## src/rtl/video_effect_switch_pkg.sv

```systemverilog
// Shared types, default sizing and request validation for the video effect switch.
package video_effect_switch_pkg;

  localparam int DEF_NUM_CH      = 4;
  localparam int DEF_DW          = 8;
  localparam int DEF_MUTE_FRAMES = 1;
  localparam int MAX_CH          = 32;
  localparam int FCNT_W          = 4;

  typedef enum logic [1:0] {
    ST_RUN     = 2'd0,
    ST_WAIT_VS = 2'd1,
    ST_MUTE    = 2'd2
  } state_e;

  // True when at most one request bit is set (all-zero means bypass).
  function automatic logic onehot0(input logic [MAX_CH-1:0] v);
    return ($countones(v) <= 1);
  endfunction

endpackage

```

## src/rtl/video_frame_tick.sv

```systemverilog
// Detects the rising edge of vsync as the frame boundary and counts frames.
module video_frame_tick
  import video_effect_switch_pkg::*;
(
  input  logic              clk_i,
  input  logic              rst_i,
  input  logic              vs_i,
  output logic              frame_tick_o,
  output logic [FCNT_W-1:0] frame_cnt_o
);

  logic              vs_q;
  logic [FCNT_W-1:0] cnt_q;

  assign frame_tick_o = vs_i & ~vs_q;
  assign frame_cnt_o  = cnt_q;

  always_ff @(posedge clk_i or posedge rst_i) begin
    if (rst_i) begin
      vs_q  <= 1'b0;
      cnt_q <= '0;
    end else begin
      vs_q <= vs_i;
      if (frame_tick_o) cnt_q <= cnt_q + 1'b1;
    end
  end

endmodule

```

## src/rtl/video_effect_switch.sv

```systemverilog
// Selects bypass or one effect channel, switching only at frame boundaries with
// optional muted frames, and pre-enables the target effect while waiting for vsync.
//
// state      | meaning
// RUN        | committed source streaming, no switch outstanding
// WAIT_VS    | target loaded in pending and enabled, waiting for a frame boundary
// MUTE       | new source committed, data blanked for MUTE_FRAMES boundaries
module video_effect_switch
  import video_effect_switch_pkg::*;
#(
  parameter int NUM_CH      = DEF_NUM_CH,
  parameter int DW          = DEF_DW,
  parameter int MUTE_FRAMES = DEF_MUTE_FRAMES
) (
  input  logic                   clk,
  input  logic                   reset,
  input  logic                   init_over,
  input  logic                   vs_in,
  input  logic                   hs_in,
  input  logic                   de_in,
  input  logic [3*DW-1:0]        data_in,
  input  logic [NUM_CH-1:0]      ch_vs,
  input  logic [NUM_CH-1:0]      ch_hs,
  input  logic [NUM_CH-1:0]      ch_de,
  input  logic [NUM_CH*3*DW-1:0] ch_data,
  input  logic [NUM_CH-1:0]      mode_req,
  output logic                   vs_out,
  output logic                   hs_out,
  output logic                   de_out,
  output logic [3*DW-1:0]        data_out,
  output logic [NUM_CH-1:0]      ch_en,
  output logic [NUM_CH-1:0]      mode_active,
  output logic                   switch_pending,
  output logic                   mode_err
);

  localparam int PW = 3 * DW;

  state_e            state_q, state_d;
  logic [NUM_CH-1:0] req_q;
  logic [NUM_CH-1:0] mode_q, mode_d;
  logic [NUM_CH-1:0] pend_q, pend_d;
  logic [FCNT_W-1:0] mute_end_q, mute_end_d;
  logic              err_q;
  logic [NUM_CH-1:0] ch_en_q;
  logic              sw_pend_q;
  logic              vs_out_q, hs_out_q, de_out_q;
  logic [PW-1:0]     data_out_q;

  logic              frame_tick;
  logic [FCNT_W-1:0] frame_cnt;
  logic              req_valid;
  logic              src_vs, src_hs, src_de;
  logic [PW-1:0]     src_data;

  video_frame_tick u_frame_tick (
    .clk_i        (clk),
    .rst_i        (reset),
    .vs_i         (vs_in),
    .frame_tick_o (frame_tick),
    .frame_cnt_o  (frame_cnt)
  );

  assign req_valid = onehot0(MAX_CH'(mode_req));

  // Pending is only meaningful in WAIT_VS, since an all-zero target (bypass) is valid.
  always_comb begin
    state_d    = state_q;
    mode_d     = mode_q;
    pend_d     = pend_q;
    mute_end_d = mute_end_q;
    case (state_q)
      ST_RUN: begin
        if (req_q != mode_q) begin
          pend_d  = req_q;
          state_d = ST_WAIT_VS;
        end
      end
      ST_WAIT_VS: begin
        if (req_q == mode_q) begin
          pend_d  = '0;
          state_d = ST_RUN;
        end else if (req_q != pend_q) begin
          pend_d = req_q;
        end else if (frame_tick) begin
          mode_d     = pend_q;
          pend_d     = '0;
          mute_end_d = frame_cnt + FCNT_W'(MUTE_FRAMES) + FCNT_W'(1);
          state_d    = (MUTE_FRAMES == 0) ? ST_RUN : ST_MUTE;
        end
      end
      ST_MUTE: begin
        pend_d = (req_q != mode_q) ? req_q : '0;
        if (frame_tick && (frame_cnt + FCNT_W'(1) == mute_end_q)) state_d = ST_RUN;
      end
      default: state_d = ST_RUN;
    endcase
  end

  // Source follows the next committed mode so a new frame starts cleanly on the new stream.
  always_comb begin
    src_vs   = vs_in;
    src_hs   = hs_in;
    src_de   = de_in;
    src_data = data_in;
    for (int i = 0; i < NUM_CH; i++) begin
      if (mode_d[i]) begin
        src_vs   = ch_vs[i];
        src_hs   = ch_hs[i];
        src_de   = ch_de[i];
        src_data = ch_data[i*PW +: PW];
      end
    end
  end

  always_ff @(posedge clk or posedge reset) begin
    if (reset) begin
      state_q    <= ST_RUN;
      req_q      <= '0;
      mode_q     <= '0;
      pend_q     <= '0;
      mute_end_q <= '0;
      err_q      <= 1'b0;
      ch_en_q    <= '0;
      sw_pend_q  <= 1'b0;
      vs_out_q   <= 1'b0;
      hs_out_q   <= 1'b0;
      de_out_q   <= 1'b0;
      data_out_q <= '0;
    end else begin
      req_q      <= req_valid ? mode_req : '0;
      err_q      <= err_q | ~req_valid;
      state_q    <= state_d;
      mode_q     <= mode_d;
      pend_q     <= pend_d;
      mute_end_q <= mute_end_d;
      ch_en_q    <= (state_d == ST_WAIT_VS) ? (mode_d | pend_d) : mode_d;
      sw_pend_q  <= (state_d == ST_WAIT_VS);
      if (init_over) begin
        vs_out_q   <= src_vs;
        hs_out_q   <= src_hs;
        de_out_q   <= src_de;
        data_out_q <= (state_d == ST_MUTE) ? '0 : src_data;
      end else begin
        vs_out_q   <= 1'b0;
        hs_out_q   <= 1'b0;
        de_out_q   <= 1'b0;
        data_out_q <= '0;
      end
    end
  end

  assign vs_out         = vs_out_q;
  assign hs_out         = hs_out_q;
  assign de_out         = de_out_q;
  assign data_out       = data_out_q;
  assign ch_en          = ch_en_q;
  assign mode_active    = mode_q;
  assign switch_pending = sw_pend_q;
  assign mode_err       = err_q;

endmodule

```

## config.mk

```make
export PLATFORM = sky130hd
export DESIGN_NAME = video_effect_switch
export DESIGN_NICKNAME = d
export VERILOG_FILES = /design/src/rtl/video_effect_switch_pkg.sv /design/src/rtl/video_frame_tick.sv /design/src/rtl/video_effect_switch.sv
export SDC_FILE = /design/constraint.sdc
export NUM_CORES = 1
export LEC_CHECK = 0
export CAP_MARGIN = 30
export CORE_MARGIN = 2
export CORE_UTILIZATION = 27
export CTS_CLUSTER_SIZE = 25
export DETAILED_ROUTE_END_ITERATION = 6
export DONT_BUFFER_PORTS = 1
export GPL_TIMING_DRIVEN = 0
export HOLD_SLACK_MARGIN = 0.03
export RECOVER_POWER = 50
export SETUP_SLACK_MARGIN = 0.4
export SLEW_MARGIN = 40
export SYNTH_ARGS = -nofsm -noshare
export SYNTH_HDL_FRONTEND = slang
export SYNTH_SLANG_ARGS = --single-unit
```

## constraint.sdc

```tcl
create_clock -name clk -period 2.47 [get_ports clk]
set_clock_uncertainty 0.15 [all_clocks]
set_input_delay 0.494 -clock clk [delete_from_list [all_inputs] [get_ports clk]]
set_output_delay 0.494 -clock clk [all_outputs]
set_load 0.1 [all_outputs]
```

==> results.toml, run 1 <==
[setup_path]
rr_startpoint = "mode_active[3]"
cp.depth = 9
critPathArrivalTime_ns = 2.76
reg2reg_setup_slack_ns = -0.27
endpoint_kind = "flop"
cp-start-kind = "flop"
cp_slowest_cell = "dfrtp_4"
crit_start = "mode_active[3]"
crit_path_max_fanout = 5
reg2reg_depth = 9
path_buf_inv = 3
crit_chain = "xnor2_4, a41o_4, o31ai_4, buf_12, and2_4, buf_8, buf_8, a311oi_4, o311a_1"
crit_top_cell = "buf_8"
cpPeakStageDelay_ns = 0.64
r2r_end = "data_out[22]"
critPathRequiredTime_ns = 2.49
critPathKind = "flop to flop"
crit_path_end = "data_out[22]"
path_delay_family = "compound AO/OA/AOI/OAI gates"

[routing]
routed-wl-met2_mm = 6.66
maxUsedRoutingLayer = "met4"
drc = 0
firstDrtPassIters = 5
dr_wl_met3_mm = 1.02
ant_nets = 0
wl_mm = 13.6
vias_per_cell = 5.59
wl_per_cell_um = 22.7
via_count = 3356
wirelength_met1_mm = 5.69
drt_iter0_markers = 229

[placement]
placed_cells = 564
place_congestion = 0.845
dp_hpwl_mm = 9.76
io_buffers = 0

[yosys]
synth_flop_cell = "dfrtp_1"
synth_edf_count = 0
syn-instance-count = 387
synth.yosys.seq_area_share_pct = 37.9
ys_ff_latch = 56
synth_area_mm2 = 0.00370
synth_area_per_cell_um2 = 9.55
synth-async-reset-ratio_pct = 100
synth.top_cell.area_share_pct = 37.9
ys_top_cells_by_area = "dfrtp_1 (38%), o311a_1 (7.3%), a311oi_1 (6.4%)"
yosysUniqueCellTypes = 38
synth.largest_area_cell = "dfrtp_1"
synth_fp_nets = 532
yosysWarnings = 0

[pwr]
p_clk_share_pct = 10.6
powerDensity_mw_per_mm2 = 1400
internal_power_uw = 3060
power_uw = 6870
combPwrFrac_pct = 41.3
seqPwrFrac_pct = 48.2
switching_share_pct = 55.5
cellLeakagePower_uw = 0.00200
ir_drop_uv = 676
switchingPower_uw = 3810

[timing]
finalCritPeriodShare_pct = 111
hold_viol_final = 0
setup_tns_ns = -5.48
drv_slew = 0
worst-slew-pin-transition_ns = 0.899
clock.fmax_mhz = 365
setup_viol = 29
rsz0062_at_grt = "true"
slew_headroom_pct = 40.1
min_period_ns = 2.74
finalWorstSetupSlack_ns = -0.270

[cts]
clockBufferDepth = 2
h-tree-depth = 2
cts_buffers = 5
cts_tree = "built"
clkTransAtPathRegs_ns = 0.08
numClockSinks = 56
clkLatencyLatePin_ns = 0.30
clockRootBuffer = "clkbuf_16"

[run]
max_cap_viol_count = 0

[global_routing]
grt_pass1_vias = 3433
grt_pass1_wl_mm = 20.2
grt_antenna_before_repair = 1
grt_max_degree = 42
grt.overflow.total = 0
grtUsageTotal_pct = 18.0

[floorplan]
fp-row-count = 42
die_area_mm2 = 0.0146
core_mm2 = 0.0133
die_h_um = 121
initial_core_util_pct = 27.8
ios = 179
dieWidth_um = 121

[finish]
final_cell_mix = "dfrtp_1 (42), nand2b_1 (30)"
utilization_pct = 36.9
nets = 567
fin_cells = 600
drive_above_1_share_pct = 31.2
area_growth_pct = 32.7
mostFrequentLayoutCell = "dfrtp_1"

[outcome]
status = "finished with violations"
failed_checks = "negative setup slack"

[worst_hold_path]
hold_class = "primary input to flop"
==> metal layers <==
layer  GRT usage (%)  vias up
li1                -     1518
met1            23.7     1645
met2            29.3      176
met3            4.75       17
met4            4.80        0
met5               0        -
==> through the flow <==
step	area [um^2]	hold WS, ns	setup slack, ns
global route	4900	0.0645	-0.337
global placement	3990	0.335	-0.929
CTS	4660	0.0677	-0.254
floorplan	3770	0.318	-0.132
detailed placement	4020	0.171	-0.964
finish	4900	0.0732	-0.270
==> kinds of logic after synthesis <==
group                      Yosys count  share of synthesized area (%)
AOI/OAI and AO/OA                  141                           28.1
xor gates and xnor gates            19                           4.50
adders and majority gates            3                           1.22
DFF                                 56                           37.9
buffers and inverters               43                           5.21
and+or+nand+nor                    120                           21.4
muxes                                5                           1.62
==> what timing repair did <==
item | in CTS | in global routing
resized for setup | 65 | 57
setup buffers | 18 | 3
pin swaps | 37 | 15
setup endpoints to repair | 41 | 41
hold buffers | 1 | 0
endpoints found under the hold margin | 15 | 0
gates cloned | 2 | 3
==> Yosys cell counts, types with 2 or more instances <==
library cell   n
nand3_1        2
a21o_1         8
o21bai_1       3
dfrtp_1       56
mux2_2         4
nand2_1       13
a21oi_1       28
xnor2_1       15
o21ai_0       36
o311a_1       27
clkbuf_1      24
o31ai_4        2
inv_1          8
ha_1           2
buf_2          7
nand2b_1      30
buf_6          3
and4_1         2
xor2_1         4
and2_1        32
nor2b_1        7
a21boi_0       5
a311oi_1      27
nand3b_1      27
nand4_2        2
==> final cells by class <==
type                    count  area, um^2
fillers                  1313        8390
multi-input cells         288        2390
flip-flops and latches     56        1430
repair buffers             28         359
plain buffers              35         328
well taps                 176         220
clock buffers               5         125
inverters                   8        31.3
clock inverters             3        18.8
diodes                      1        2.50
==> sequential cells by signal, summed over array words and instances (netlist names) <==
| register | cells |
|---|---|
| ch_en | 4 |
| data_out | 24 |
| de_out | 1 |
| hs_out | 1 |
| mode_active | 4 |
| mode_err | 1 |
| mute_end_q | 4 |
| pend_q | 4 |
| req_q | 4 |
| state_q | 2 |
| switch_pending | 1 |
| u_frame_tick.frame_cnt_o | 4 |
| u_frame_tick.vs_q | 1 |
| vs_out | 1 |
==> worst min-delay path by stage <==
stage                     slack, ns                 to  depth (start not counted)           from
final                          0.07  u_frame_tick.vs_q                          0          vs_in
after global routing           0.06  u_frame_tick.vs_q                          0          vs_in
after CTS                      0.07  u_frame_tick.vs_q                          0          vs_in
after floorplan                0.32      mute_end_q[3]                          2  mute_end_q[3]
after global placement         0.33      mute_end_q[1]                          2  mute_end_q[1]
after detailed placement       0.17        data_out[3]                          1          reset
==> worst reg2reg max path: stages, from the launching register on <==
cell and delay [ns]:
dfrtp_4 0.64, xnor2_4 0.22, a41o_4 0.33, o31ai_4 0.28, buf_12 0.15, and2_4 0.16, buf_8 0.12, buf_8 0.13
a311oi_4 0.10, o311a_1 0.34
==> power by group through the flow <==
stage	Sequential [uW]	Clock, uW	Combinational (uW)
after floorplan	3170	0	1640
after global placement	3270	0	2060
after detailed placement	3280	0	2110
after CTS	3300	749	2570
after global routing	3350	792	3070
final	3310	725	2830
Note: power is estimated with default switching activity, not from simulation.
==> run 2, diff against run 1 <==
--- a/config.mk
+++ b/config.mk
@@ -7,5 +7,5 @@
 export LEC_CHECK = 0
 export CAP_MARGIN = 30
-export CORE_MARGIN = 2
+export CORE_MARGIN = 4
 export CORE_UTILIZATION = 27
 export CTS_CLUSTER_SIZE = 25
--- a/constraint.sdc
+++ b/constraint.sdc
@@ -3,3 +3,3 @@
 set_input_delay 0.494 -clock clk [delete_from_list [all_inputs] [get_ports clk]]
 set_output_delay 0.494 -clock clk [all_outputs]
-set_load 0.1 [all_outputs]
+set_load 0.01 [all_outputs]
==> run 2 against run 1 <==
The flow still finishes with violations (negative setup slack); wire length increased by 4.1%; fmax rose by 9.2%; first-iteration DRC count grew 15%; cell area grew 3.4%; non-clock buffer count rose by 4; sequential share of layout area fell by 1.3 points; combinational power up 7.8%; total power shrank 19%; clock power is 12% higher; count of clock-buffer cells in the layout is 1 higher; critical path depth is 1 lower; flip-flop and latch count unchanged.
==> results.toml, run 2 (synthesis results as in run 1) <==
[timing]
drv_slew = 0
min_period_ns = 2.51
rsz0062_at_grt = "true"
worst-slew-pin-transition_ns = 0.990
slew_headroom_pct = 33.6
hold_viol_final = 0
finalWorstSetupSlack_ns = -0.0388
clock.fmax_mhz = 399
finalCritPeriodShare_pct = 102
setup_viol = 12

[finish]
area_growth_pct = 37.2
fillCellCount = 1307
nets = 571
largest_register_ff_count = 24
final_cell_mix = "dfrtp_1 (47), buf_4 (31), nand2b_1 (30)"
fin_cells = 603
drive_above_1_share_pct = 34.9
antenna_cells = 0
mostFrequentLayoutCell = "dfrtp_1"

[global_routing]
grt_pass1_vias = 3592
grt_pass1_wl_mm = 20.9
grt_antenna_before_repair = 0
grt.overflow.total = 0
grt_max_degree = 37
grtUsageTotal_pct = 16.8

[setup_path]
reg2reg_setup_slack_ns = -0.04
rr_startpoint = "req_q[3]"
critPathKind = "flop to flop"
crit_path_max_fanout = 7
reg2reg_depth = 8
critPathArrivalTime_ns = 2.53
endpoint_kind = "flop"
cp-start-kind = "flop"
critPathRequiredTime_ns = 2.49
r2r_end = "data_out[22]"

[floorplan]
ios = 179
die_area_mm2 = 0.0156
die_h_um = 125
core_mm2 = 0.0133
fp-row-count = 42
initial_core_util_pct = 27.7
dieWidth_um = 125

[cts]
clkLatencyLatePin_ns = 0.30
clkTransAtPathRegs_ns = 0.07
cts_buffers = 5
clockBufferDepth = 2
cts_tree = "built"
h-tree-depth = 2
numClockSinks = 56
clockRootBuffer = "clkbuf_16"

[pwr]
power_uw = 5580
combPwrFrac_pct = 54.7
switching_share_pct = 40.8
p_clk_share_pct = 14.6
internal_power_uw = 3300
ir_drop_uv = 368
powerDensity_mw_per_mm2 = 1100
switchingPower_uw = 2270
seqPwrFrac_pct = 30.7
cellLeakagePower_uw = 0.00205

[outcome]
status = "finished with violations"
failed_checks = "negative setup slack"

[worst_hold_path]
hold_class = "primary input to flop"
hold_depth = 0
hold_end = "u_frame_tick.vs_q"
hp-start = "vs_in"

[routing]
wl_per_cell_um = 23.5
drt_iter0_markers = 264
via_count = 3395
vias_per_cell = 5.63
firstDrtPassIters = 5
wl_mm = 14.2
drc = 0
ant_nets = 0

[placement]
dp_hpwl_mm = 10.2
placed_cells = 564
place_congestion = 0.977
io_buffers = 0

[run]
max_cap_viol_count = 0
==> run 2: cell types whose count changed in the layout (fill, tap and decap cells not counted), moves of 4 or more <==
cell | before | now
clkbuf_4 | 5 | 1
a311oi_2 | 12 | 17
o21ai_1 | 8 | 17
dfrtp_4 | 4 | 0
o21ai_0 | 23 | 14
buf_4 | 16 | 31
buf_2 | 6 | 2
dfrtp_1 | 42 | 47
a311oi_1 | 13 | 8
and2_1 | 27 | 15
and2_4 | 5 | 17
==> run 2: layout make-up <==
cell class | instances | area [um^2] | share of cell area [%]
well taps | 176 | 220 | 4.34
clock inverters | 2 | 35.0 | 0.691
repair buffers | 32 | 333 | 6.56
plain buffers | 35 | 368 | 7.25
clock buffers | 6 | 129 | 2.54
inverters | 8 | 31.3 | 0.617
multi-input cells | 288 | 2540 | 50.2
flip-flops and latches | 56 | 1410 | 27.8
==> run 2: critical path: stages (launching register included) <==
cell,delay (ns)
dfrtp_2,0.49
xnor2_4,0.23
and4_4,0.29
nand3_4,0.10
mux2_4,0.35
buf_12,0.16
buf_8,0.13
and2_4,0.13
o311a_1,0.35
==> run 2: worst max path at each step <==
stage | from | endpoint | slack, ns
after floorplan | pend_q[0] | data_out[15] | 0.08
after global placement | mode_active[0] | data_out[23] | -0.60
after detailed placement | pend_q[0] | data_out[23] | -0.68
after CTS | mode_active[0] | data_out[21] | -0.08
after global routing | req_q[3] | data_out[20] | -0.08
final | req_q[3] | data_out[22] | -0.04
==> run 2: per-stage QoR <==
stage	TNS (ns)	hold slack [ns]	area, um^2	utilization, %	setup slack (ns)
final	-0.137	0.0768	5070	38.0	-0.0388
after global routing	-1.68	0.0632	5070	38.0	-0.0826
after CTS	-1.52	0.0694	4710	35.3	-0.0820
after detailed placement	-14.49	0.193	3990	29.9	-0.683
after global placement	-28.64	0.335	3960	29.7	-0.595
after floorplan	0	0.318	3740	-	0.0830
==> run 2: what timing repair did <==
action	in CTS	in global routing
pin swaps	35	36
cloned	2	1
buffers inserted	13	14
endpoints found under the hold margin	20	0
gates resized for setup	115	73
hold buffers	1	0
endpoints found under the setup margin	41	41
==> run 2: layer usage <==
layer | vias up | wire [um] | GRT usage, %
met4 | 0 | 332 | 5.36
met2 | 162 | 7080 | 28.6
met3 | 30 | 848 | 4.01
met5 | - | 0 | 0
met1 | 1683 | 5910 | 21.1
li1 | 1520 | - | -
==> run 2: power groups by stage <==
stage	Clock, uW	Combinational (uW)	Sequential (uW)
2_1_floorplan	0	1610	1570
6_report	815	3050	1710
3_3_place_gp	0	2010	1680
3_5_place_dp	0	2080	1680
4_1_cts	838	2620	1690
5_1_grt	871	3280	1750
